[src/rtl/dmem_access_ctrl_pkg.sv]
// rtl/dmem_access_ctrl_pkg.sv - shared FSM state encoding for the data-memory access controller
package dmem_access_ctrl_pkg;

    typedef enum logic [1:0] {
        DMEM_IDLE = 2'd0,
        DMEM_ADDR = 2'd1,
        DMEM_DATA = 2'd2,
        DMEM_DONE = 2'd3
    } dmem_state_t;

endpackage

[src/rtl/dmem_access_ctrl.sv]
// rtl/dmem_access_ctrl.sv - MEM-stage load/store to SRAM-like bus controller, producer of data_stall_M
// Optional read-data forwarding on data_ok: DMEM_RDATA_FWD_EN
module dmem_access_ctrl
    import dmem_access_ctrl_pkg::*;
#(
    parameter int ADDR_W = 32,
    parameter int DATA_W = 32
) (
    input  logic              clk,
    input  logic              resetn,
    input  logic              mem_en_M,
    input  logic [3:0]        mem_wen_M,
    input  logic [1:0]        mem_size_M,
    input  logic [ADDR_W-1:0] mem_addr_M,
    input  logic [DATA_W-1:0] mem_wdata_M,
    input  logic              except_M,
    input  logic              ext_stall,
    output logic              data_stall_M,
    output logic [DATA_W-1:0] mem_rdata_M,
    output logic              data_req,
    output logic              data_wr,
    output logic [1:0]        data_size,
    output logic [ADDR_W-1:0] data_addr,
    output logic [DATA_W-1:0] data_wdata,
    input  logic              data_addr_ok,
    input  logic              data_data_ok,
    input  logic [DATA_W-1:0] data_rdata
);

    dmem_state_t       r_state;
    dmem_state_t       w_next;
    logic              r_wr;
    logic [1:0]        r_size;
    logic [ADDR_W-1:0] r_addr;
    logic [DATA_W-1:0] r_wdata;
    logic [DATA_W-1:0] r_rdata_q;
    logic              w_issue;
    logic              w_fwd;
    logic              w_stall;

    assign w_issue = mem_en_M & ~except_M;

`ifdef DMEM_RDATA_FWD_EN
    // Completing with no external stall lets the pipeline advance in the data_ok cycle itself.
    assign w_fwd = (r_state == DMEM_DATA) & data_data_ok & ~ext_stall;
`else
    assign w_fwd = 1'b0;
`endif

    always_comb begin
        w_next  = r_state;
        w_stall = 1'b0;
        case (r_state)
            DMEM_IDLE: begin
                w_stall = w_issue;
                if (w_issue) w_next = DMEM_ADDR;
            end
            DMEM_ADDR: begin
                w_stall = 1'b1;
                if (data_addr_ok) w_next = DMEM_DATA;
            end
            DMEM_DATA: begin
                w_stall = 1'b1;
                if (data_data_ok) begin
                    if (w_fwd) begin
                        w_stall = 1'b0;
                        w_next  = DMEM_IDLE;
                    end else begin
                        w_next  = DMEM_DONE;
                    end
                end
            end
            DMEM_DONE: begin
                if (!ext_stall) w_next = DMEM_IDLE;
            end
            default: w_next = DMEM_IDLE;
        endcase
    end

    always_ff @(posedge clk or negedge resetn) begin
        if (!resetn) begin
            r_state   <= DMEM_IDLE;
            r_wr      <= 1'b0;
            r_size    <= 2'd0;
            r_addr    <= '0;
            r_wdata   <= '0;
            r_rdata_q <= '0;
        end else begin
            r_state <= w_next;
            // Request fields are frozen for the whole ADDR phase so the bus sees stable values.
            if (r_state == DMEM_IDLE && w_issue) begin
                r_wr    <= |mem_wen_M;
                r_size  <= mem_size_M;
                r_addr  <= mem_addr_M;
                r_wdata <= mem_wdata_M;
            end
            if (r_state == DMEM_DATA && data_data_ok && !r_wr) begin
                r_rdata_q <= data_rdata;
            end
        end
    end

    assign data_stall_M = w_stall;
    assign data_req     = (r_state == DMEM_ADDR);
    assign data_wr      = r_wr;
    assign data_size    = r_size;
    assign data_addr    = r_addr;
    assign data_wdata   = r_wdata;
    assign mem_rdata_M  = w_fwd ? data_rdata : r_rdata_q;

endmodule

[config.mk]
export PLATFORM = sky130hd
export DESIGN_NAME = dmem_access_ctrl
export DESIGN_NICKNAME = d
export VERILOG_FILES = /design/src/rtl/dmem_access_ctrl_pkg.sv /design/src/rtl/dmem_access_ctrl.sv
export SDC_FILE = /design/constraint.sdc
export NUM_CORES = 1
export LEC_CHECK = 0
export ABC_AREA = 1
export BUFFER_PORTS_ARGS = -buffer_cell sky130_fd_sc_hd__clkbuf_2
export CAP_MARGIN = 30
export CELL_PAD_IN_SITES_DETAIL_PLACEMENT = 0
export CELL_PAD_IN_SITES_GLOBAL_PLACEMENT = 1
export CORE_MARGIN = 3
export CORE_UTILIZATION = 34
export DETAILED_ROUTE_END_ITERATION = 10
export PLACE_DENSITY = 0.86
export REMOVE_ABC_BUFFERS = 1
export SLEW_MARGIN = 5
export SYNTH_ARGS = -nofsm -noshare
export SYNTH_HDL_FRONTEND = slang
export SYNTH_SLANG_ARGS = --single-unit
[constraint.sdc]
create_clock -name clk -period 2.05 [get_ports clk]
set_input_delay 0.1025 -clock clk [delete_from_list [all_inputs] [get_ports clk]]
set_output_delay 0.1025 -clock clk [all_outputs]
set_load 0.01 [all_outputs]
### Word-level counts from Yosys, hierarchy flattened

Index checks and enable logic that the tools add are counted.

* register bits: 101
* output and inout bits: 101
* logic and storage cells: 29

* equality and inequality tests: 7
* mux-type cells: 6
* bitwise logic cells: 2
* reduce and logical (&&, ||, !) cells: 8

Operators with widths (count)
* 2-bit 2-to-1 mux: 4
* 2-bit case mux with 4 select lines: 1
* 2-bit != test (second input constant): 3
* 2-bit == test (second input constant): 2
* 4-bit AND reduction: 1
* 4-bit OR reduction: 1
* 1-bit logical AND: 3
* 2-bit by 1-bit == test with 1-bit output (second input constant): 1
* 2-bit zero test: 1
* 2-bit by 1-bit != test with 1-bit output (second input constant): 1
* 1-bit case mux with 2 select lines: 1
* 2-bit OR reduction: 1
* 1-bit bitwise AND: 1
* 1-bit zero test: 1
* 1-bit inverter: 1

### Logic depth before layout (Yosys ltp)

Gate-level depths: netlist (run 1).

* depth in word-level cells: 4
* depth in mapped cells: 8
* depth with buffers taken out: 8

### Least setup slack after synthesis (run 1)

Ideal clock, no wire load.

* kind: register to register
* start point: register r_state[0]
* end point: register r_addr[0], in the netlist data_addr[0]
* setup time: 0.116 ns
* arrival time: 1.222 ns
* required time: 1.934 ns
* slack: 0.712 ns
* stages on the path, launching flop included: 8
* period minus slack after synthesis: 1.338 ns
* cells stage by stage: dfrtp_1 -> inv_1 -> ha_1 -> nand3_2 -> buf_4 -> buf_2 -> nand2_1 -> nand2_1

* cells in the longest elaborated chain, start to end: 2

RTL lines
* start, declared: line dmem_access_ctrl.sv:30 `dmem_state_t r_state;`
* start signal, assigned: line dmem_access_ctrl.sv:89 `r_state <= w_next;`
* 2-bit zero test: line dmem_access_ctrl.sv:91 `if (r_state == DMEM_IDLE && w_issue) begin`
* 1-bit logical AND: line dmem_access_ctrl.sv:91
* end signal, assigned: line dmem_access_ctrl.sv:94 `r_addr <= mem_addr_M;`
* end, declared: line dmem_access_ctrl.sv:34 `logic [ADDR_W-1:0] r_addr;`

No other way between the ends.
A chain may end at the register's enable or synchronous reset.

### Worst setup path in the final report (run 1)

* start point: register r_state[1]
* end point: output port data_stall_M

* cells in the longest elaborated chain, start to end: 3

RTL lines
* 2-bit by 1-bit == test with 1-bit output or 2-bit == test (tied branches): line dmem_access_ctrl.sv:53 `case (r_state)`
* 2-bit OR reduction (no line)
* 1-bit case mux with 2 select lines (*): line dmem_access_ctrl.sv:53
* end, declared: line dmem_access_ctrl.sv:18 `output logic data_stall_M,`

Mark *: on every way between the ends. The rest lies on a longest branch, timed or not.

==> impl_metrics.json, run 1 <==
{
  "post_cts_resized": 0,
  "grt_use_met3_pct": 5.285,
  "peakVddDrop_v": 0.0008328,
  "core_area_um2": 11170,
  "die_y_um": 114.5,
  "grt_busiest_layer": "met2",
  "hold_viol": 0,
  "first_iter_violations": 235,
  "place.port_buffers": 209,
  "synth-seq-area-share_pct": 63.20,
  "start_util_pct": 35.79,
  "startpoint_type": "flip-flop",
  "rsz0062_at_grt": "false",
  "cts_root_buf": "clkbuf_16",
  "maxCapViolations": 0,
  "fp.dieW_um": 114.5,
  "gr-usage-met2_pct": 31.20,
  "crit_required_ns": 1.95,
  "status": "complete, no violations",
  "p_sw_share_pct": 36.02,
  "vias_per_cell": 4.363,
  "crit_fanout": 5,
  "wl_per_cell_um": 13.38,
  "post-route-min-period_ns": 1.638,
  "netlist_area_um2": 3999,
  "cts_tree": "built",
  "period_share_pct": 79.92,
  "layout-drive-gt1-share_pct": 30.58,
  "setup_viol": 0,
  "n_antenna_cell": 0,
  "seqPwrFrac_pct": 41.6,
  "area_growth_pct": 62.20,
  "drc": 0,
  "tightest_slew_ns": 0.4576,
  "use_met1_pct": 22.69,
  "grt_pass1_wl_um": 19580,
  "fillers": 920,
  "fin_tns_setup_ns": 0,
  "stdcell_area_um2": 6486,
  "finalNetCount": 875,
  "insertion_delay_ns": 0.34,
  "fin_skew_ns": 0.004978,
  "hold_class": "input port to flip-flop",
  "p_int_mw": 5.334,
  "place.gp.congestion": 0.7750,
  "power.leakage_nw": 3.754,
  "p_comb_share_pct": 37.2,
  "ioPinCount": 210,
  "grtUsageTotal_pct": 18.79,
  "arrival_ns": 1.54,
  "yosysUniqueCellTypes": 15,
  "vias": 3935,
  "place_area_um2": 5192,
  "final_max_slew_viol_count": 0,
  "clockBufferDepth": 2,
  "h-tree-depth": 3,
  "firstDrtPassIters": 4,
  "die_area_um2": 13100,
  "path_clk_slew_ns": 0.06,
  "post-cts-setup-buffers": 0,
  "relSlewSlack_pct": 69.49,
  "syn_inst": 454,
  "timing.fmax_mhz": 610.3,
  "rows": 38,
  "grt_overflow": 0,
  "place_hpwl_um": 7733,
  "p_per_area_nw_per_um2": 1285,
  "antenna_found_initial": 0,
  "clock_power_share_pct": 21.2,
  "ant_nets": 0,
  "grt_max_degree": 65,
  "drt_wl_total_um": 12070,
  "crit_path_end_kind": "output pin",
  "clkSinkCount": 101,
  "syn_avg_cell_area_um2": 8.808,
  "cts_inserted_buffers": 9,
  "grt_pass1_vias": 4061,
  "path_class": "flip-flop to output pin",
  "ys_seq_elements": 101,
  "ys_warn_count": 0,
  "p_sw_mw": 3.003
}
-- critical path, cell delays in order, from the launching register on --
cell      delay [ns]
dfrtp_1         0.43
inv_1           0.13
ha_1            0.19
nand3_2         0.12
a21oi_1         0.17
clkbuf_2        0.16
-- area by class of cell --
type / count / area [µm²] / area share, %
inverters: 41 / 153.9 / 2.373
flip-flops and latches: 101 / 2527 / 38.97
well taps: 140 / 175.2 / 2.701
multi-input cells: 292 / 1210 / 18.65
clock buffers: 11 / 242.7 / 3.742
repair buffers: 315 / 2117 / 32.64
clock inverters: 2 / 60.06 / 0.9259
-- metal layers --
layer | vias to the layer above | wire length, µm
li1 | 1970 | -
met3 | 24 | 1094
met4 | 0 | 287
met1 | 1770 | 4912
met5 | - | 0
met2 | 171 | 5772
-- sequential cells by signal, indices dropped and copies added, names as in the netlist --
| register | flops |
|---|---|
| data_wdata | 32 |
| data_size | 2 |
| r_state | 2 |
| mem_rdata_M | 32 |
| data_wr | 1 |
| data_addr | 32 |
-- kinds of logic after synthesis --
| logic type | synth area share [%] |
|---|---|
| simple gates | 24.12 |
| flops | 63.20 |
| fa+ha+maj | 1.877 |
| buf+inv | 6.539 |
| compound gates | 4.255 |
-- what timing repair did --
action / CTS / global route
setup endpoints to repair: 0 / 0
hold endpoints to repair: 131 / 0
hold buffers: 99 / 0
-- synthesized netlist by cell type --
| cell | n | area [µm²] |
|---|---|---|
| clkbuf_1 | 8 | 30.03 |
| dfrtp_1 | 101 | 2527 |
| inv_1 | 39 | 146.4 |
| o21ai_0 | 33 | 165.2 |
| buf_4 | 2 | 15.01 |
| nand2_1 | 241 | 904.6 |
| nand3_2 | 2 | 20.02 |
| a21oi_1 | 1 | 5.000 |
| nand3_1 | 3 | 15.01 |
| nor2_1 | 5 | 18.77 |
| inv_2 | 2 | 7.510 |
| or2_2 | 1 | 6.260 |
| buf_2 | 8 | 40.04 |
| ha_1 | 6 | 75.07 |
| buf_6 | 2 | 22.52 |
-- stage by stage --
stage / setup slack, ns / instances / hold slack (ns) / utilization [%] / total power [mW]
after floorplan: -0.5106 / 434 / -0.1931 / - / 4.930
after global placement: 0.5393 / 790 / 0.08500 / 46.47 / 6.348
after detailed placement: 0.4645 / 790 / 0.09398 / 46.47 / 6.445
after CTS: 0.3761 / 902 / 0.03428 / 58.05 / 8.407
after global routing: 0.2931 / 902 / 0.09992 / 58.05 / 8.983
final: 0.4116 / 902 / 0.04573 / 58.05 / 8.337
-- layout by cell type (no fill, tap or decap) --
master         count
nand2_1          241
clkbuf_2         208
dfrtp_1          101
dlygate4sd3_1     99
inv_1             39
o21ai_0           33
clkbuf_16          9
ha_1               6
buf_4              6
nor2_1             5
nand3_1            3
inv_2              2
nand3_2            2
bufinv_16          2
buf_12             2
a21oi_1            1
or2_2              1
clkbuf_8           1
clkbuf_1           1
-- path summary, 6_finish.rpt --
kind                       cells after the start                       start  slack [ns]                         end
max                                            5      r_state[1]$_DFFE_PN0P_        0.41                data_stall_M
min                                            5                mem_wen_M[0]        0.05         data_wr$_DFFE_PN0P_
max reg2reg                                    7      r_state[1]$_DFFE_PN0P_        0.42   data_addr[22]$_DFFE_PN0P_
min reg2reg                                    2  data_wdata[18]$_DFFE_PN0P_        0.48  data_wdata[18]$_DFFE_PN0P_
max in group asynchronous                      3                      resetn        1.17   data_addr[29]$_DFFE_PN0P_
min in group asynchronous                      2                      resetn        0.26  data_wdata[22]$_DFFE_PN0P_
-- power groups by stage --
stage | combinational [mW] | sequential [mW] | clock [mW]
2_1_floorplan | 1.09 | 3.84 | 0
3_3_place_gp | 2.90 | 3.44 | 0
3_5_place_dp | 2.98 | 3.47 | 0
4_1_cts | 3.13 | 3.45 | 1.83
5_1_grt | 3.50 | 3.58 | 1.90
6_report | 3.10 | 3.47 | 1.77
(Power assumes the default switching activity.)
==> run 2, diff against run 1 <==
--- a/config.mk
+++ b/config.mk
@@ -11,9 +11,9 @@
 export CELL_PAD_IN_SITES_DETAIL_PLACEMENT = 0
 export CELL_PAD_IN_SITES_GLOBAL_PLACEMENT = 1
 export CORE_MARGIN = 3
-export CORE_UTILIZATION = 34
+export CORE_UTILIZATION = 32
 export DETAILED_ROUTE_END_ITERATION = 10
-export PLACE_DENSITY = 0.86
+export PLACE_DENSITY = 0.81
 export REMOVE_ABC_BUFFERS = 1
 export SLEW_MARGIN = 5
 export SYNTH_ARGS = -nofsm -noshare
==> constraint.sdc (replaced) <==
create_clock -name clk -period 1.6 [get_ports clk]
set_input_delay 0.08 -clock clk [delete_from_list [all_inputs] [get_ports clk]]
set_output_delay 0.08 -clock clk [all_outputs]
set_load 0.01 [all_outputs]
==> run 2 against run 1 <==
  * Clock power rose by 20%
  * Sequential power grew 27%
  * Total power rose by 28%
  * Non-clock buffer count grew 2
  * Sequential cell count unchanged
  * Die area up 5.9%
  * Count of clock-buffer cells in the layout stayed put
==> impl_metrics.json, run 2 (synthesized netlist as in run 1, its figures left out) <==
{
  "layout-drive-gt1-share_pct": 31.55,
  "grtUsageTotal_pct": 17.53,
  "startpoint_type": "flip-flop",
  "clkSinkCount": 101,
  "core_area_um2": 12110,
  "crit_fanout": 3,
  "hold_viol": 0,
  "place_hpwl_um": 7505,
  "drc": 0,
  "instances_no_fill": 935,
  "antenna_found_initial": 0,
  "die_area_um2": 13870,
  "grt_pass1_vias": 4130,
  "rsz0062_at_grt": "false",
  "path_class": "flip-flop to output pin",
  "final_max_slew_viol_count": 0,
  "path_clk_slew_ns": 0.06,
  "arrival_ns": 1.41,
  "rows": 40,
  "n_antenna_cell": 0,
  "first_iter_violations": 272,
  "h-tree-depth": 3,
  "fp.dieW_um": 117.8,
  "crit_required_ns": 1.52,
  "relSlewSlack_pct": 68.99,
  "maxCapViolations": 0,
  "status": "complete, no violations",
  "grt_pass1_wl_um": 20030,
  "firstDrtPassIters": 6,
  "tightest_slew_ns": 0.4652,
  "clockBufferDepth": 2,
  "drt_wl_total_um": 11710,
  "grt_overflow": 0,
  "power_mw": 10.63,
  "power.leakage_nw": 3.774,
  "holdPathStages": 5,
  "start_util_pct": 33.02,
  "place.gp.congestion": 0.7422,
  "cts_root_buf": "clkbuf_16",
  "layout_commonest_cell": "nand2_1",
  "period_share_pct": 93.07,
  "place_inst": 818,
  "peakVddDrop_v": 0.0006891,
  "die_y_um": 117.8,
  "wl_per_cell_um": 12.53,
  "cts_inserted_buffers": 9,
  "insertion_delay_ns": 0.33,
  "cts_tree": "built",
  "fin_tns_setup_ns": 0,
  "finalNetCount": 877,
  "layout_common_cells": "241 x nand2_1, 207 x clkbuf_2, 101 x dfrtp_1",
  "grt_max_degree": 67,
  "area_growth_pct": 64.24,
  "vias_per_cell": 4.194,
  "place.port_buffers": 209,
  "crit_path_end_kind": "output pin",
  "post-route-min-period_ns": 1.489,
  "ioPinCount": 210,
  "timing.fmax_mhz": 671.6,
  "worst-r2r-cell-count": 6,
  "p_per_area_nw_per_um2": 1619,
  "fin_skew_ns": 0.004020,
  "vias": 3921,
  "setup_viol": 0,
  "ant_nets": 0,
  "fin_util_pct": 54.23,
  "hold_class": "input port to flip-flop"
}
## run 2: cell types whose count changed in the layout (fill, tap and decap cells not counted), moves of 2 or more
cell	before	now
inv_2	2	4
buf_12	2	4
clkinv_2	0	4
inv_1	39	37
## run 2: path summary, 6_finish.rpt
kind / startpoint / endpoint / slack (ns)
min reg2reg: data_wdata[16]$_DFFE_PN0P_ / data_wdata[16]$_DFFE_PN0P_ / 0.48
max: r_state[0]$_DFFE_PN0P_ / data_stall_M / 0.11
min in group asynchronous: resetn / data_addr[26]$_DFFE_PN0P_ / 0.26
min: mem_wen_M[3] / data_wr$_DFFE_PN0P_ / 0.11
max reg2reg: r_state[1]$_DFFE_PN0P_ / mem_rdata_M[16]$_DFFE_PN0P_ / 0.23
max in group asynchronous: resetn / data_wdata[4]$_DFFE_PN0P_ / 0.72
## run 2: layout make-up
type                            count  area [µm²]
Timing Repair Buffer              317        2160
Tap cell                          168       210.2
Multi-Input combinational cell    292        1224
Clock inverter                      5       50.05
Clock buffer                       11       242.7
Sequential cell                   101        2527
Inverter                           41       153.9
Fill cell                        1115        5544
## run 2: worst max-delay path: stages (launching register included)
cell,delay (ns)
dfrtp_1,0.39
inv_2,0.08
ha_2,0.20
nand3_4,0.10
a21oi_2,0.16
buf_4,0.14
## run 2: metal layers
layer / GRT usage [%] / wire [µm] / vias up
met2: 30.40 / 5779 / 151
met4: 7.106 / 265 / 0
met3: 4.613 / 767 / 23
met1: 20.64 / 4899 / 1774
met5: 0 / 0 / -
li1: - / - / 1973
## run 2: stage by stage
| stage | hold WS (ns) | cell area [µm²] | setup WS (ns) |
|---|---|---|---|
| global placement | 0.05807 | 5253 | 0.2180 |
| global route | 0.1215 | 6568 | 0.005544 |
| finish | 0.1094 | 6568 | 0.1110 |
| floorplan | -0.2156 | 3891 | -0.9606 |
| detailed placement | 0.05954 | 5253 | 0.1580 |
| CTS | 0.07073 | 6555 | 0.02714 |
## run 2: power breakdown
| group | leakage, nW | internal [mW] | switching [mW] |
|---|---|---|---|
| registers | 1.26 | 3.73 | 0.676 |
| logic | 2.36 | 1.79 | 2.30 |
| clock network | 0.149 | 1.24 | 0.887 |
| total | 3.77 | 6.77 | 3.86 |
## run 2: repair_timing
| action | 4_1_cts | 5_1_grt |
|---|---|---|
| endpoints found under the setup margin | 1 | 1 |
| hold endpoints to repair | 130 | 0 |
| pin swaps | 0 | 1 |
| hold buffers | 99 | 0 |
| buffers inserted | 2 | 0 |
| resized for setup | 1 | 6 |
